==> src/rtl/spike_result_collector_pkg.sv <==
// Shared types for the spike result collector: FSM state encoding and the
// counter saturation helper.
package collector_pkg;

   typedef enum logic [1:0] {
      IDLE  = 2'd0,
      DRAIN = 2'd1,
      DUMP  = 2'd2
   } state_t;

   // All-ones value of a counter of the given width (width must stay below 32).
   function automatic int unsigned cnt_sat(input int unsigned width);
      return (32'd1 << width) - 32'd1;
   endfunction

endpackage

==> src/rtl/spike_result_collector_if.sv <==
// Router-side packet port plus the result dump bus of the spike collector.
interface spike_result_collector_if #(
   parameter int unsigned ID_WIDTH       = 4,
   parameter int unsigned CNT_WIDTH      = 8,
   parameter int unsigned STEP_CNT_WIDTH = 6
);
   logic [ID_WIDTH-1:0]       packet_in;
   logic                      write_enable;
   logic                      receive_full;
   logic                      result_valid;
   logic [ID_WIDTH-1:0]       result_id;
   logic [CNT_WIDTH-1:0]      result_count;
   logic [STEP_CNT_WIDTH-1:0] result_step;

   modport master (
      output packet_in, write_enable,
      input  receive_full, result_valid, result_id, result_count, result_step
   );

   modport slave (
      input  packet_in, write_enable,
      output receive_full, result_valid, result_id, result_count, result_step
   );
endinterface

==> src/rtl/spike_result_collector_sync_fifo.sv <==
// Small synchronous FIFO with registered occupancy; DEPTH must be a power of 2.
module sync_fifo #(
   parameter int unsigned WIDTH = 4,
   parameter int unsigned DEPTH = 4
) (
   input  logic                     clk,
   input  logic                     rst_n,
   input  logic                     wr_en,
   input  logic [WIDTH-1:0]         wr_data,
   input  logic                     rd_en,
   output logic [WIDTH-1:0]         rd_data,
   output logic                     full,
   output logic                     empty,
   output logic [$clog2(DEPTH):0]   count
);
   localparam int unsigned AW = $clog2(DEPTH);

   logic [WIDTH-1:0] mem [DEPTH];
   logic [AW-1:0]    wr_ptr;
   logic [AW-1:0]    rd_ptr;
   logic             do_wr;
   logic             do_rd;

   // Full/empty come from the registered count, so a same-cycle pop never frees a slot.
   assign full    = (count == (AW+1)'(DEPTH));
   assign empty   = (count == '0);
   assign do_wr   = wr_en && !full;
   assign do_rd   = rd_en && !empty;
   assign rd_data = mem[rd_ptr];

   always_ff @(posedge clk or negedge rst_n) begin
      if (!rst_n) begin
         wr_ptr <= '0;
         rd_ptr <= '0;
         count  <= '0;
      end else begin
         if (do_wr) wr_ptr <= wr_ptr + 1'b1;
         if (do_rd) rd_ptr <= rd_ptr + 1'b1;
         case ({do_wr, do_rd})
            2'b10:   count <= count + 1'b1;
            2'b01:   count <= count - 1'b1;
            default: count <= count;
         endcase
      end
   end

   always_ff @(posedge clk) begin
      if (do_wr) mem[wr_ptr] <= wr_data;
   end
endmodule

==> src/rtl/spike_result_collector.sv <==
// Buffers spike packets, counts them per output neuron, and dumps/clears the
// counts on every time-step boundary until STEP_NUMBER steps are done.
module spike_result_collector
   import collector_pkg::*;
#(
   parameter int unsigned NUM_OUT        = 4,
   parameter int unsigned ID_WIDTH       = 4,
   parameter int unsigned CNT_WIDTH      = 8,
   parameter int unsigned FIFO_DEPTH     = 4,
   parameter int unsigned STEP_NUMBER    = 32,
   parameter int unsigned STEP_CNT_WIDTH = 6
) (
   input  logic                     clk,
   input  logic                     rst_n,
   input  logic                     start,
   spike_result_collector_if.slave  bus,
   output logic                     done,
   output logic                     drop_flag,
   output logic                     overrun_flag
);
   localparam int unsigned IDX_W = (NUM_OUT > 1) ? $clog2(NUM_OUT) : 1;
   localparam int unsigned OCC_W = $clog2(FIFO_DEPTH) + 1;
   localparam logic [CNT_WIDTH-1:0]      CNT_SAT   = CNT_WIDTH'(cnt_sat(CNT_WIDTH));
   localparam logic [STEP_CNT_WIDTH-1:0] STEP_LAST = STEP_CNT_WIDTH'(STEP_NUMBER - 1);
   localparam logic [IDX_W-1:0]          IDX_LAST  = IDX_W'(NUM_OUT - 1);

   state_t                    state;
   logic                      fifo_full;
   logic                      fifo_empty;
   logic [ID_WIDTH-1:0]       fifo_data;
   logic [OCC_W-1:0]          fifo_count;
   logic                      pop;
   logic                      pop_vld;
   logic [ID_WIDTH-1:0]       pop_id;
   logic                      id_ok;
   logic [CNT_WIDTH-1:0]      cnt [NUM_OUT];
   logic [IDX_W-1:0]          idx;
   logic [STEP_CNT_WIDTH-1:0] step_cnt;
   logic                      res_valid;
   logic [ID_WIDTH-1:0]       res_id;
   logic [CNT_WIDTH-1:0]      res_count;
   logic [STEP_CNT_WIDTH-1:0] res_step;

   sync_fifo #(
      .WIDTH (ID_WIDTH),
      .DEPTH (FIFO_DEPTH)
   ) u_fifo (
      .clk     (clk),
      .rst_n   (rst_n),
      .wr_en   (bus.write_enable),
      .wr_data (bus.packet_in),
      .rd_en   (pop),
      .rd_data (fifo_data),
      .full    (fifo_full),
      .empty   (fifo_empty),
      .count   (fifo_count)
   );

   assign pop              = !fifo_empty && (state == IDLE || state == DRAIN);
   assign id_ok            = 32'(pop_id) < NUM_OUT;
   assign bus.receive_full = (fifo_count == OCC_W'(FIFO_DEPTH));
   assign bus.result_valid = res_valid;
   assign bus.result_id    = res_id;
   assign bus.result_count = res_count;
   assign bus.result_step  = res_step;

   // Popped id is registered first; the counter update lands one edge later.
   always_ff @(posedge clk or negedge rst_n) begin
      if (!rst_n) begin
         pop_vld <= 1'b0;
         pop_id  <= '0;
      end else begin
         pop_vld <= pop;
         pop_id  <= fifo_data;
      end
   end

   always_ff @(posedge clk or negedge rst_n) begin
      if (!rst_n) begin
         for (int unsigned i = 0; i < NUM_OUT; i++) cnt[i] <= '0;
      end else begin
         if (pop_vld && id_ok && cnt[pop_id[IDX_W-1:0]] != CNT_SAT)
            cnt[pop_id[IDX_W-1:0]] <= cnt[pop_id[IDX_W-1:0]] + 1'b1;
         if (state == DUMP) cnt[idx] <= '0;
      end
   end

   always_ff @(posedge clk or negedge rst_n) begin
      if (!rst_n) begin
         state        <= IDLE;
         idx          <= '0;
         step_cnt     <= '0;
         done         <= 1'b0;
         drop_flag    <= 1'b0;
         overrun_flag <= 1'b0;
         res_valid    <= 1'b0;
         res_id       <= '0;
         res_count    <= '0;
         res_step     <= '0;
      end else begin
         res_valid <= 1'b0;
         if ((bus.write_enable && fifo_full) || (pop_vld && !id_ok)) drop_flag <= 1'b1;
         if (start && state != IDLE) overrun_flag <= 1'b1;
         case (state)
            IDLE: if (start && !done) state <= DRAIN;
            DRAIN: begin
               if (fifo_count == '0) begin
                  state <= DUMP;
                  idx   <= '0;
               end
            end
            DUMP: begin
               res_valid <= 1'b1;
               res_id    <= ID_WIDTH'(idx);
               res_count <= cnt[idx];
               res_step  <= step_cnt;
               if (idx == IDX_LAST) begin
                  state    <= IDLE;
                  step_cnt <= step_cnt + 1'b1;
                  if (step_cnt == STEP_LAST) done <= 1'b1;
               end else begin
                  idx <= idx + 1'b1;
               end
            end
            default: state <= IDLE;
         endcase
      end
   end
endmodule

==> src/flat_wrapper.sv <==
// flat-port wrapper written by rule: the top's interface ports become plain ports
module spike_result_collector_flat import collector_pkg::*;
#(
   parameter int unsigned NUM_OUT        = 4,
   parameter int unsigned ID_WIDTH       = 4,
   parameter int unsigned CNT_WIDTH      = 8,
   parameter int unsigned FIFO_DEPTH     = 4,
   parameter int unsigned STEP_NUMBER    = 32,
   parameter int unsigned STEP_CNT_WIDTH = 6
)
  (clk, rst_n, start, done, drop_flag, overrun_flag, bus_packet_in, bus_write_enable, bus_receive_full, bus_result_valid, bus_result_id, bus_result_count, bus_result_step);
  spike_result_collector_if #(.ID_WIDTH(ID_WIDTH), .CNT_WIDTH(CNT_WIDTH), .STEP_CNT_WIDTH(STEP_CNT_WIDTH)) bus_i ();
  input  logic clk;
  input  logic rst_n;
  input  logic start;
  output logic done;
  output logic drop_flag;
  output logic overrun_flag;
  input wire logic [$bits(bus_i.packet_in)-1:0] bus_packet_in;
  input wire logic [$bits(bus_i.write_enable)-1:0] bus_write_enable;
  output wire logic [$bits(bus_i.receive_full)-1:0] bus_receive_full;
  output wire logic [$bits(bus_i.result_valid)-1:0] bus_result_valid;
  output wire logic [$bits(bus_i.result_id)-1:0] bus_result_id;
  output wire logic [$bits(bus_i.result_count)-1:0] bus_result_count;
  output wire logic [$bits(bus_i.result_step)-1:0] bus_result_step;
  assign bus_i.packet_in = bus_packet_in;
  assign bus_i.write_enable = bus_write_enable;
  assign bus_receive_full = bus_i.receive_full;
  assign bus_result_valid = bus_i.result_valid;
  assign bus_result_id = bus_i.result_id;
  assign bus_result_count = bus_i.result_count;
  assign bus_result_step = bus_i.result_step;
  spike_result_collector #(.NUM_OUT(NUM_OUT), .ID_WIDTH(ID_WIDTH), .CNT_WIDTH(CNT_WIDTH), .FIFO_DEPTH(FIFO_DEPTH), .STEP_NUMBER(STEP_NUMBER), .STEP_CNT_WIDTH(STEP_CNT_WIDTH)) u_core (.clk(clk), .rst_n(rst_n), .start(start), .bus(bus_i), .done(done), .drop_flag(drop_flag), .overrun_flag(overrun_flag));
endmodule
==> config.mk <==
export PLATFORM = sky130hd
export DESIGN_NAME = spike_result_collector_flat
export DESIGN_NICKNAME = d
export VERILOG_FILES = /design/src/rtl/spike_result_collector_pkg.sv /design/src/rtl/spike_result_collector_if.sv /design/src/rtl/spike_result_collector_sync_fifo.sv /design/src/rtl/spike_result_collector.sv /design/src/flat_wrapper.sv
export SDC_FILE = /design/constraint.sdc
export NUM_CORES = 1
export LEC_CHECK = 0
export CAP_MARGIN = 30
export CORE_ASPECT_RATIO = 1.25
export CORE_UTILIZATION = 60
export CTS_BUF_LIST = sky130_fd_sc_hd__clkbuf_8
export CTS_CLUSTER_DIAMETER = 50
export CTS_CLUSTER_SIZE = 30
export DETAILED_ROUTE_END_ITERATION = 12
export PLACE_DENSITY = 0.84
export SLEW_MARGIN = 20
export SYNTH_ARGS = -nofsm -noshare
export SYNTH_HDL_FRONTEND = slang
export SYNTH_SLANG_ARGS = --single-unit
==> constraint.sdc <==
create_clock -name clk -period 4.57 [get_ports clk]
set_input_delay 0.457 -clock clk [delete_from_list [all_inputs] [get_ports clk]]
set_output_delay 0.457 -clock clk [all_outputs]
set_load 0.01 [all_outputs]
* After elaboration in Yosys (flattened, before gate mapping)
Memory sizes are Yosys's and may differ from the RTL's. A register that Yosys moved wholly into a read port is not among the register bits. Index checks and enable logic that the tools add are counted.
Storage, ports and cells: register bits 70, bits in writable memories 16, input bits 8, output and inout port bits 23, logic and storage cells 98, memories kept 1
Memory list:
- u_core.u_fifo.mem | words 4, width 4, read ports 1, clocked after memory_dff 1, write ports 1, RTL line spike_result_collector_sync_fifo.sv:18 | logic [WIDTH-1:0] mem [DEPTH];
Cells by class: add/subtract/negate cells 7, order comparisons 5, eq/ne operators 12, muxes and demuxes 24, bitwise gates (word level) 4, reductions and logical operators 27
Operator list (number):
- two-way mux 32 bit | 2
- two-way mux 8 bit | 6
- bitwise AND 32 bit | 1
- binary-select mux 8 bit (select 2 bit) | 2
- bitwise mux 32 bit | 1
- demux 8 bit (select 2 bit) | 2
- inverter 32 bit | 1
- logical AND 1 bit | 11
- two-way mux 2 bit | 5
- AND reduction 3 bit | 3
- adder 8 x 1 -> 8 bit (second input constant) | 1
- != test 8 bit (second input constant) | 1
- adder 2 x 1 -> 2 bit (second input constant) | 3
- adder 6 x 1 -> 6 bit (second input constant) | 1
- equality test 2 bit (second input constant) | 3
- equality test 6 x 5 -> 1 bit (second input constant) | 1
- greater-or-equal comparator 3 bit (second input constant) | 2
- less-than comparator 3 x 1 -> 1 bit (second input constant) | 2
- != test 2 bit (second input constant) | 3
- inverter 2 -> 3 bit | 2
- case mux 2 bit (3 select lines) | 1
- case mux 3 bit (2 select lines) | 1
- nonzero test 2 bit | 3
- logical NOT 1 bit | 5
- other kinds (12) | 16

* Logic depth before layout (Yosys ltp)
Gate-level depths: netlist of run 1.
depth after elaboration 9, depth in mapped cells 11, gate-level depth less buffers 10

* By module
From an unflattened synthesis of run 1, not the netlist that was laid out.
Second synthesis, totals: cell total of the unflattened synthesis 308, area, all modules 4256.6 um^2
By module, submodules not included:
- spike_result_collector | times used 1, cells an instance 250, area an instance 3239.4 um^2, seq. area each 1676.6 um^2
- sync_fifo | times used 1, cells an instance 58, area an instance 1017.2 um^2, seq. area each 655.6 um^2

* Worst setup path after synthesis of run 1
OpenSTA, ideal clock, no wires.
kind register to register, start register u_core.pop_id[1] (read register of u_core.u_fifo.mem), end register u_core.cnt[27] in the netlist's numbering, setup time 0.130 ns, data arrival time 2.439 ns, data required time 4.440 ns, setup slack 2.000 ns, stages on the path, launching flop included 10, buffers on the path 3, clock period less this slack 2.570 ns, cell sequence dfrtp_1 clkbuf_1 mux4_2 ha_1 and3_1 buf_6 a2111oi_4 buf_6 mux2i_1 nor2_1
On the way: cells in the longest elaborated chain, start to end 9, elaborated cells on any way between the ends 18, classes of those cells add/sub (1); order compare (3); eq/ne (1); mux (8); bitwise (2); reduce/logical (3)
Ends and longest elaborated chain:
- from (decl) | RTL line spike_result_collector.sv:34 | logic [ID_WIDTH-1:0] pop_id;
- inverter 2 -> 3 bit (implied by the code) | RTL line spike_result_collector.sv:82, spike_result_collector.sv:83
- binary-select mux 8 bit (select 2 bit) (tied with other cells) | RTL line spike_result_collector.sv:82, spike_result_collector.sv:83
- two-way mux 8 bit (implied by the code) or logical AND 1 bit (tied branches) | RTL line spike_result_collector.sv:82, spike_result_collector.sv:83
- two-way mux 8 bit, on equally long branches | RTL line spike_result_collector.sv:82, spike_result_collector.sv:83
- adder 8 x 1 -> 8 bit (tied with other cells) | RTL line spike_result_collector.sv:83 | cnt[pop_id[IDX_W-1:0]] <= cnt[pop_id[IDX_W-1:0]] + 1'b1;
- bitwise mux 32 bit or logical AND 1 bit (tied branches) | RTL line spike_result_collector.sv:83, spike_result_collector.sv:82
- two-way mux 32 bit (*) | RTL line spike_result_collector.sv:82 | if (pop_vld && id_ok && cnt[pop_id[IDX_W-1:0]] != CNT_SAT)
- bitwise AND 32 bit (no source line)
- two-way mux 32 bit (*) | RTL line spike_result_collector.sv:84 | if (state == DUMP) cnt[idx] <= '0;
- to (signal, indexed assignment) | RTL line spike_result_collector.sv:83
- to (decl) | RTL line spike_result_collector.sv:36 | logic [CNT_WIDTH-1:0] cnt [NUM_OUT];
Mark *: on every way between the ends. The rest lies on a longest branch, timed or not. The select of a mux whose other input is x is not followed. A chain may end at the register's enable or synchronous reset.

* Worst setup path after layout of run 1
start register u_core.pop_id[0] (read register of u_core.u_fifo.mem), end register u_core.cnt[26] in the netlist's numbering
Same word-level chain as after synthesis.

==> results.sh, run 1 <==
export IMPL_slew_viol_final=0
export IMPL_cts_max_level=3
export IMPL_hold_ws_ps=10.7
export IMPL_relSlewSlack_pct=41.4
export IMPL_grt_max_degree=75
export IMPL_grt_use_total_pct=23.3
export IMPL_gp_congestion=0.803
export IMPL_synth_edf_count=16
export IMPL_fillers=450
export IMPL_area_growth_pct=11.6
export IMPL_fp_coreArea_mm2=0.00665
export IMPL_fin_setup_tns_ps=0
export IMPL_synth_area_per_cell_um2=13.8
export IMPL_synth_seq_cells=90
export IMPL_cts_sinks=90
export IMPL_power_density_mw_per_mm2=603
export IMPL_final_hold_violation_count=0
export IMPL_path_class="register to register"
export IMPL_timing_final_crit_share_pct=72.2
export IMPL_final_nets=349
export IMPL_cts_made_buffers=9
export IMPL_min_period_ps=3300
export IMPL_setup_viol=0
export IMPL_rsz0062_at_grt="false"
export IMPL_grt_pass1_wl_um=12800
export IMPL_cts_tree="done"
export IMPL_post_cts_resized=0
export IMPL_die_h_um=95.6
export IMPL_synthArstFlopShare_pct=82.2
export IMPL_drive_above_1_share_pct=16.5
export IMPL_synth_top_flop_cell="dfrtp_1"
export IMPL_layout_setup_ws_ps=1270
export IMPL_chipWidth_um=76.9
export IMPL_vias=2471
export IMPL_drt_wl_total_um=7500
export IMPL_grt_pass1_vias=2568
export IMPL_drc=0
export IMPL_gr_total_overflow=0
export IMPL_insertion_delay_ps=350
export IMPL_status="complete, no violations"
export IMPL_maxCapViolations=0
export IMPL_initial_utilization_pct=63.3
export IMPL_cts_clk_slew_worst_paths_ps=90
export IMPL_critPathArrivalTime_ps=3530
export IMPL_critPathMaxFanout=12
export IMPL_pre_cts_ws_ps=1270
export IMPL_dp_cells=404
export IMPL_layout_common_cells="dfrtp_1, nor2_1, clkdlybuf4s50_1, mux4_2, mux2i_1"
export IMPL_syn_instance_count=305
export IMPL_ir_worst_vdd_mv=0.442
export IMPL_crit_required_ps=4800
export IMPL_synth_area_mm2=0.00421
export IMPL_final_common_cell="dfrtp_1"
export IMPL_drt_first_pass_iters=4
export IMPL_tightest_slew_ps=879
export IMPL_dieArea_mm2=0.00735
export IMPL_drtIter0Drc=167
export IMPL_max_freq_mhz=303
export IMPL_io_buffer_count=28
export IMPL_worstSetupStartpointType="register"
export IMPL_hold_buffers=0
export IMPL_cts_root_buffer="clkbuf_8"
export IMPL_drtAntennaViolNets=0
export IMPL_antenna_found_initial=0
export IMPL_fin_cells=421
export IMPL_p_leak_uw=0.00195
export IMPL_rows=33
export IMPL_yosysWarnings=0
export IMPL_design_area_mm2=0.00469
export IMPL_synth_seq_area_share_pct=55.5
export IMPL_skew_ps=11.9
export IMPL_diodes=0
export IMPL_postCtsSetupBuffers=0
export IMPL_wire_per_inst_um=17.8
export IMPL_cts_path_max_buffers=2
export IMPL_synth_cell_type_count=38
export IMPL_placement_cell_area_mm2=0.00450
export IMPL_drt_vias_per_instance=5.87
export IMPL_dp_hpwl_um=5120
export IMPL_io_pins=31
export IMPL_cp_end_kind="register"
export IMPL_hold_class="input pin to async pin"
cells in the mapped netlist (4+ instances only):
cell type / instances / area share, %
dfrtp_1: 74 / 44
nor2_1: 33 / 2.9
mux4_2: 19 / 10
mux2i_1: 17 / 4.0
edfxtp_1: 16 / 11
a211oi_1: 11 / 2.0
ha_1: 11 / 3.3
inv_1: 11 / 0.98
nand2_1: 11 / 0.98
xor2_1: 9 / 1.9
and2_1: 8 / 1.2
clkbuf_1: 8 / 0.71
mux2_1: 8 / 2.1
mux2_2: 8 / 2.1
xnor2_1: 8 / 1.7
o21ai_0: 7 / 0.83
nand3_1: 5 / 0.59
a211oi_2: 4 / 1.2
a21oi_1: 4 / 0.48
buf_6: 4 / 1.1
layer usage:
| metal | GRT usage [%] | wire length, um | vias to the layer above |
|---|---|---|---|
| li1 | - | - | 1138 |
| met1 | 30.1 | 3220 | 1276 |
| met2 | 40.1 | 3890 | 50 |
| met3 | 4.02 | 313 | 7 |
| met4 | 8.49 | 78 | 0 |
| met5 | 0 | 0 | - |
power by group:
part / switching, uW / internal (uW)
logic: 500 / 533
clock network: 292 / 201
registers: 241 / 1060
total: 1030 / 1800
worst max-delay path, stage by stage, from the launching register on:
cell and delay (ps):
dfrtp_1 790, mux4_2 690, ha_1 250, and3_1 270
a2111oi_4 820, mux2i_1 290, nor2_1 60
worst paths after layout:
check | start | slack, ps | cells past startpoint | to
worst min register to register | u_core.overrun_flag | 480 | 1 | u_core.overrun_flag
min in group clk | u_core.overrun_flag | 480 | 1 | u_core.overrun_flag
worst min-delay path | rst_n | 10 | 1 | u_core.bus.result_count[1]
worst max register to register | u_core.pop_id[0] | 1270 | 6 | u_core.cnt[26]
max in group asynchronous | rst_n | 4000 | 2 | u_core.step_cnt[2]
worst max-delay path | u_core.pop_id[0] | 1270 | 6 | u_core.cnt[26]
sequential cells by signal (all words and copies together), names as in the netlist, 2 cells and up:
register and count:
u_core.cnt 32, u_core.u_fifo.mem 16, u_core.bus.result_count 8, u_core.bus.result_step 6, u_core.step_cnt 6, u_core.pop_id 4
u_core.u_fifo.count 3, u_core.bus.result_id 2, u_core.idx 2, u_core.state 2, u_core.u_fifo.rd_ptr 2, u_core.u_fifo.wr_ptr 2
logic make-up (layout without fill, tap and decap cells):
family	count (synthesis)	in the layout	synth area share, %
DFF	90	90	55.5
and+or+nand+nor	71	71	8.00
muxes	53	53	19.1
AOI/OAI and AO/OA	31	31	6.34
buffers and inverters	30	58	3.69
xor gates and xnor gates	17	17	3.54
adders and majority gates	12	12	3.75
other	1	2	0.0892
final cells by class:
cell class / instances / area, um^2 / area share, %
clock inverters: 7 / 51.3 / 1.09
repair buffers: 31 / 313 / 6.66
clock buffers: 9 / 124 / 2.64
well taps: 87 / 109 / 2.32
inverters: 11 / 41.3 / 0.880
multi-input cells: 186 / 1720 / 36.7
flip-flops and latches: 90 / 2330 / 49.7
per-stage QoR:
step	total power [uW]	utilization (%)
6_report	2830	70.6
5_1_grt	3020	70.6
4_1_cts	2850	70.3
3_5_place_dp	2360	67.7
3_3_place_gp	2300	67.7
2_1_floorplan	2060	-
Power figures use the tool's default switching activity.
==> run 2: changes to the inputs <==
clock period = 3.1 ns   (was 4.57 ns; I/O delays follow)
==> run 2 against run 1 <==
Effect of this change: sequential power is 45% higher; global-route usage decreased by 0.12 points; largest cell class unchanged; register-to-register slack worse by 830 ps; combinational power increased by 57%; clock power up 60%.
==> results.sh, run 2 (same netlist as run 1, synthesis figures left out) <==
export IMPL_seq_area_mm2=0.00233
export IMPL_wire_per_inst_um=17.9
export IMPL_cts_sinks=90
export IMPL_r2r_setup_slack_ps=440
export IMPL_fin_util_pct=72.0
export IMPL_hold_ws_ps=337
export IMPL_drt_wl_total_um=7670
export IMPL_critPathArrivalTime_ps=2900
export IMPL_final_nets=357
export IMPL_setup_viol=0
export IMPL_cts_made_buffers=9
export IMPL_cp_end_kind="register"
export IMPL_rows=33
export IMPL_grt_pass1_vias=2528
export IMPL_antenna_found_initial=0
export IMPL_drive_above_1_share_pct=18.1
export IMPL_dieArea_mm2=0.00735
export IMPL_postCtsSetupBuffers=0
export IMPL_skew_ps=8.96
export IMPL_fin_setup_tns_ps=0
export IMPL_chipWidth_um=76.9
export IMPL_max_freq_mhz=376
export IMPL_fin_cells=429
export IMPL_fillers=419
export IMPL_dp_cells=411
export IMPL_post_cts_resized=0
export IMPL_tightest_slew_ps=705
export IMPL_hold_buffers=0
export IMPL_drtAntennaViolNets=0
export IMPL_final_hold_violation_count=0
export IMPL_cts_max_level=3
export IMPL_top_register="u_core.cnt"
export IMPL_ir_worst_vdd_mv=0.715
export IMPL_gr_total_overflow=0
export IMPL_multiInputGateArea_mm2=0.00172
export IMPL_drc=0
export IMPL_slew_viol_final=0
export IMPL_drtIter0Drc=140
export IMPL_drt_first_pass_iters=4
export IMPL_p_leak_uw=0.00200
export IMPL_cts_clk_slew_worst_paths_ps=90
export IMPL_power_density_mw_per_mm2=896
export IMPL_path_class="register to register"
export IMPL_diodes=0
export IMPL_min_period_ps=2660
export IMPL_status="complete, no violations"
export IMPL_hold_class="input pin to async pin"
export IMPL_largest_reg_flops=32
export IMPL_final_common_cell="dfrtp_1"
export IMPL_relSlewSlack_pct=53.0
export IMPL_layout_common_cells="dfrtp_1, nor2_1, clkdlybuf4s50_1, mux4_2, mux2i_1"
export IMPL_dp_hpwl_um=5290
export IMPL_worstSetupStartpointType="register"
export IMPL_cts_path_max_buffers=2
export IMPL_rsz0062_at_grt="false"
export IMPL_grt_use_total_pct=23.2
export IMPL_vias=2513
export IMPL_timing_final_crit_share_pct=85.7
export IMPL_fp_coreArea_mm2=0.00665
export IMPL_critPathMaxFanout=10
export IMPL_io_buffer_count=28
export IMPL_maxCapViolations=0
export IMPL_gp_congestion=0.865
export IMPL_crit_required_ps=3340
export IMPL_insertion_delay_ps=360
export IMPL_cts_root_buffer="clkbuf_8"
export IMPL_initial_utilization_pct=63.3
export IMPL_area_growth_pct=13.8
export IMPL_drt_vias_per_instance=5.86
export IMPL_die_h_um=95.6
export IMPL_grt_max_degree=75
export IMPL_startpoint="u_core.pop_id[0]"
export IMPL_io_pins=31
export IMPL_total_power_uw=4290
export IMPL_reg2regPathDepth=7
export IMPL_grt_pass1_wl_um=12500
export IMPL_rr_startpoint="u_core.pop_id[0]"
export IMPL_cts_tree="done"
[run 2: path summary, 6_finish.rpt]
check | endpoint
worst max-delay path | u_core.cnt[28]
worst min-delay path | u_core.pop_id[1]
worst max register to register | u_core.cnt[28]
worst min register to register | u_core.overrun_flag
max in group asynchronous | u_core.state[0]
min in group clk | u_core.overrun_flag
[run 2: through the flow]
step | worst slack (ps) | area [um^2]
2_1_floorplan | 530 | 4210
6_report | 443 | 4780
4_1_cts | 425 | 4750
3_3_place_gp | 543 | 4550
3_5_place_dp | 439 | 4550
5_1_grt | 257 | 4780
[run 2: where the power goes]
part / total (uW) / switching (uW) / internal, uW / leakage, uW
combinational: 1620 / 797 / 820 / 0.000823
clock: 788 / 416 / 372 / 0.0000970
sequential: 1880 / 315 / 1570 / 0.00108
[run 2: final cells by class]
cell class	instances	share of cell area, %
multi-input combinational	186	36.0
clock inverter	7	1.49
clock buffer	9	2.59
tap	87	2.28
sequential	90	48.7
inverter	11	0.863
timing repair buffer	39	8.00
[run 2: critical path, cell delays in order, from the launching register on]
cell and delay (ps):
dfrtp_1 450, mux4_2 630, ha_1 240, and3_1 280, a2111oi_4 430, buf_4 250
mux2i_1 200, nor2_1 60
[run 2: per-layer routing]
layer  vias to the layer above  wire length (um)  global-route usage [%]
met3                        12               355                    4.78
met1                      1283              3170                    28.2
met2                        69              4000                    40.4
met4                         0               147                    10.3
li1                       1149                 -                       -
met5                         -                 0                       0
==> run 3: changes to the inputs <==
SLEW_MARGIN = not set   (was 20)
==> run 3 against run 2 <==
Effect of this change: register-to-register slack barely moved; worst hold slack got worse by 260 ps; sequential power barely moved; critical path depth did not move; setup slack got worse by 0.92 ps; clock skew fell by 0.91 ps; core utilization fell by 0.56 points; combinational power barely moved; cell area fell by 0.78%; flip-flop and latch count did not move; count of clock-buffer cells in the layout did not move; via count fell by 0.88%; critical path type unchanged; critical endpoint unchanged; largest power group unchanged; highest routed layer unchanged.
==> results.sh, run 3 (same netlist as run 1, synthesis figures left out) <==
export IMPL_io_buffer_count=28
export IMPL_pwr_share_comb_pct=37.7
export IMPL_ir_worst_vdd_mv=0.714
export IMPL_p_sw_uw=1520
export IMPL_drtIter0Drc=173
export IMPL_worstSetupStartpointType="register"
export IMPL_fin_cells=427
export IMPL_cts_sinks=90
export IMPL_critical_path_buf_inv_count=1
export IMPL_fp_coreArea_mm2=0.00665
export IMPL_cts_tree="done"
export IMPL_path_class="register to register"
export IMPL_max_freq_mhz=376
export IMPL_dieArea_mm2=0.00735
export IMPL_io_pins=31
export IMPL_grt_use_total_pct=23.2
export IMPL_chipWidth_um=76.9
export IMPL_grt_max_degree=75
export IMPL_vias=2491
export IMPL_power_density_mw_per_mm2=900
export IMPL_drive_above_1_share_pct=17.9
export IMPL_swShare_pct=35.5
export IMPL_postCtsSetupBuffers=0
export IMPL_wire_per_inst_um=17.8
export IMPL_largest_reg_flops=32
export IMPL_insertion_delay_ps=360
export IMPL_final_nets=355
export IMPL_cts_max_level=3
export IMPL_drtAntennaViolNets=0
export IMPL_skew_ps=8.05
export IMPL_die_h_um=95.6
export IMPL_min_period_ps=2660
export IMPL_hold_ws_ps=79.8
export IMPL_area_growth_pct=12.9
export IMPL_top_usage_layer="met2"
export IMPL_dp_cells=411
export IMPL_maxCapViolations=0
export IMPL_crit_family="multiplexers"
export IMPL_dp_hpwl_um=5290
export IMPL_hold_buffers=0
export IMPL_diodes=0
export IMPL_tightest_slew_ps=906
export IMPL_grt_pass1_wl_um=12500
export IMPL_grt_pass1_vias=2528
export IMPL_gr_total_overflow=0
export IMPL_status="complete, no violations"
export IMPL_hold_class="input pin to async pin"
export IMPL_crit_required_ps=3330
export IMPL_drt_first_pass_iters=4
export IMPL_relSlewSlack_pct=39.6
export IMPL_rows=33
export IMPL_final_hold_violation_count=0
export IMPL_rsz0062_at_grt="false"
export IMPL_top_register="u_core.cnt"
export IMPL_grtUsageMet1_pct=28.2
export IMPL_p_clk_share_pct=18.3
export IMPL_drt_wl_total_um=7590
export IMPL_total_power_uw=4270
export IMPL_cts_clk_slew_worst_paths_ps=90
export IMPL_met3_usage_pct=4.78
export IMPL_critical_path_max_stage_delay_ps=630
export IMPL_cts_root_buffer="clkbuf_8"
export IMPL_drt_vias_per_instance=5.83
export IMPL_met2_usage_pct=40.4
export IMPL_p_int_uw=2750
export IMPL_fin_util_pct=71.4
export IMPL_timing_final_crit_share_pct=85.7
export IMPL_gp_congestion=0.865
export IMPL_fillers=422
export IMPL_p_leak_uw=0.00199
export IMPL_cp_end_kind="register"
export IMPL_critPathArrivalTime_ps=2890
export IMPL_slew_viol_final=0
export IMPL_initial_utilization_pct=63.3
export IMPL_final_common_cell="dfrtp_1"
export IMPL_fin_setup_tns_ps=0
export IMPL_antenna_found_initial=0
export IMPL_seqPwrFrac_pct=44.0
export IMPL_setup_viol=0
export IMPL_post_cts_resized=0
export IMPL_crit_slowest_cell="mux4_2"
export IMPL_path_cells="mux4_2, ha_1, and3_1, a2111oi_4, buf_4, mux2i_1, nor2_1"
export IMPL_drc=0
export IMPL_cts_path_max_buffers=2
export IMPL_layout_common_cells="dfrtp_1, nor2_1, clkdlybuf4s50_1, mux4_2, mux2i_1"
export IMPL_critPathMaxFanout=10
export IMPL_cts_made_buffers=9
-- run 3: cell count changes in the layout (fill, tap and decap cells not counted) --
cell | previous run | this run
dlygate4sd3_1 | 1 | 0
buf_16 | 1 | 0
-- run 3: power groups by stage --
stage	Combinational, uW	Clock [uW]	Sequential [uW]
finish	1610	783	1880
global route	1760	850	1930
CTS	1620	804	1880
detailed placement	1610	0	1900
global placement	1550	0	1890
floorplan	1270	0	1770
-- run 3: layout make-up --
class	count	area [um^2]	share of cell area, %
multi-input combinational	186	1720	36.3
inverter	11	41.3	0.870
tap	87	109	2.29
sequential	90	2330	49.1
timing repair buffer	37	345	7.27
clock inverter	7	71.3	1.50
clock buffer	9	124	2.61
-- run 3: per-layer routing --
layer	part of all wire, %	vias to the layer above
met5	0	-
met4	1.7	0
met3	4.5	12
met2	52	70
met1	42	1263
li1	-	1146
-- run 3: path summary, 6_finish.rpt --
| kind | slack, ps | end | cells after the start | start |
|---|---|---|---|---|
| max in group asynchronous | 2440 | u_core.bus.result_valid | 1 | rst_n |
| setup reg to reg | 440 | u_core.cnt[28] | 7 | u_core.pop_id[0] |
| hold / removal | 80 | u_core.pop_id[1] | 1 | rst_n |
| setup / recovery | 440 | u_core.cnt[28] | 7 | u_core.pop_id[0] |
| min in group clk | 480 | u_core.overrun_flag | 1 | u_core.overrun_flag |
| hold reg to reg | 480 | u_core.overrun_flag | 1 | u_core.overrun_flag |
-- run 3: through the flow --
stage	setup slack, ps	cell area, um^2
floorplan	530	4210
global placement	543	4550
detailed placement	439	4550
CTS	425	4750
global route	257	4750
finish	442	4750
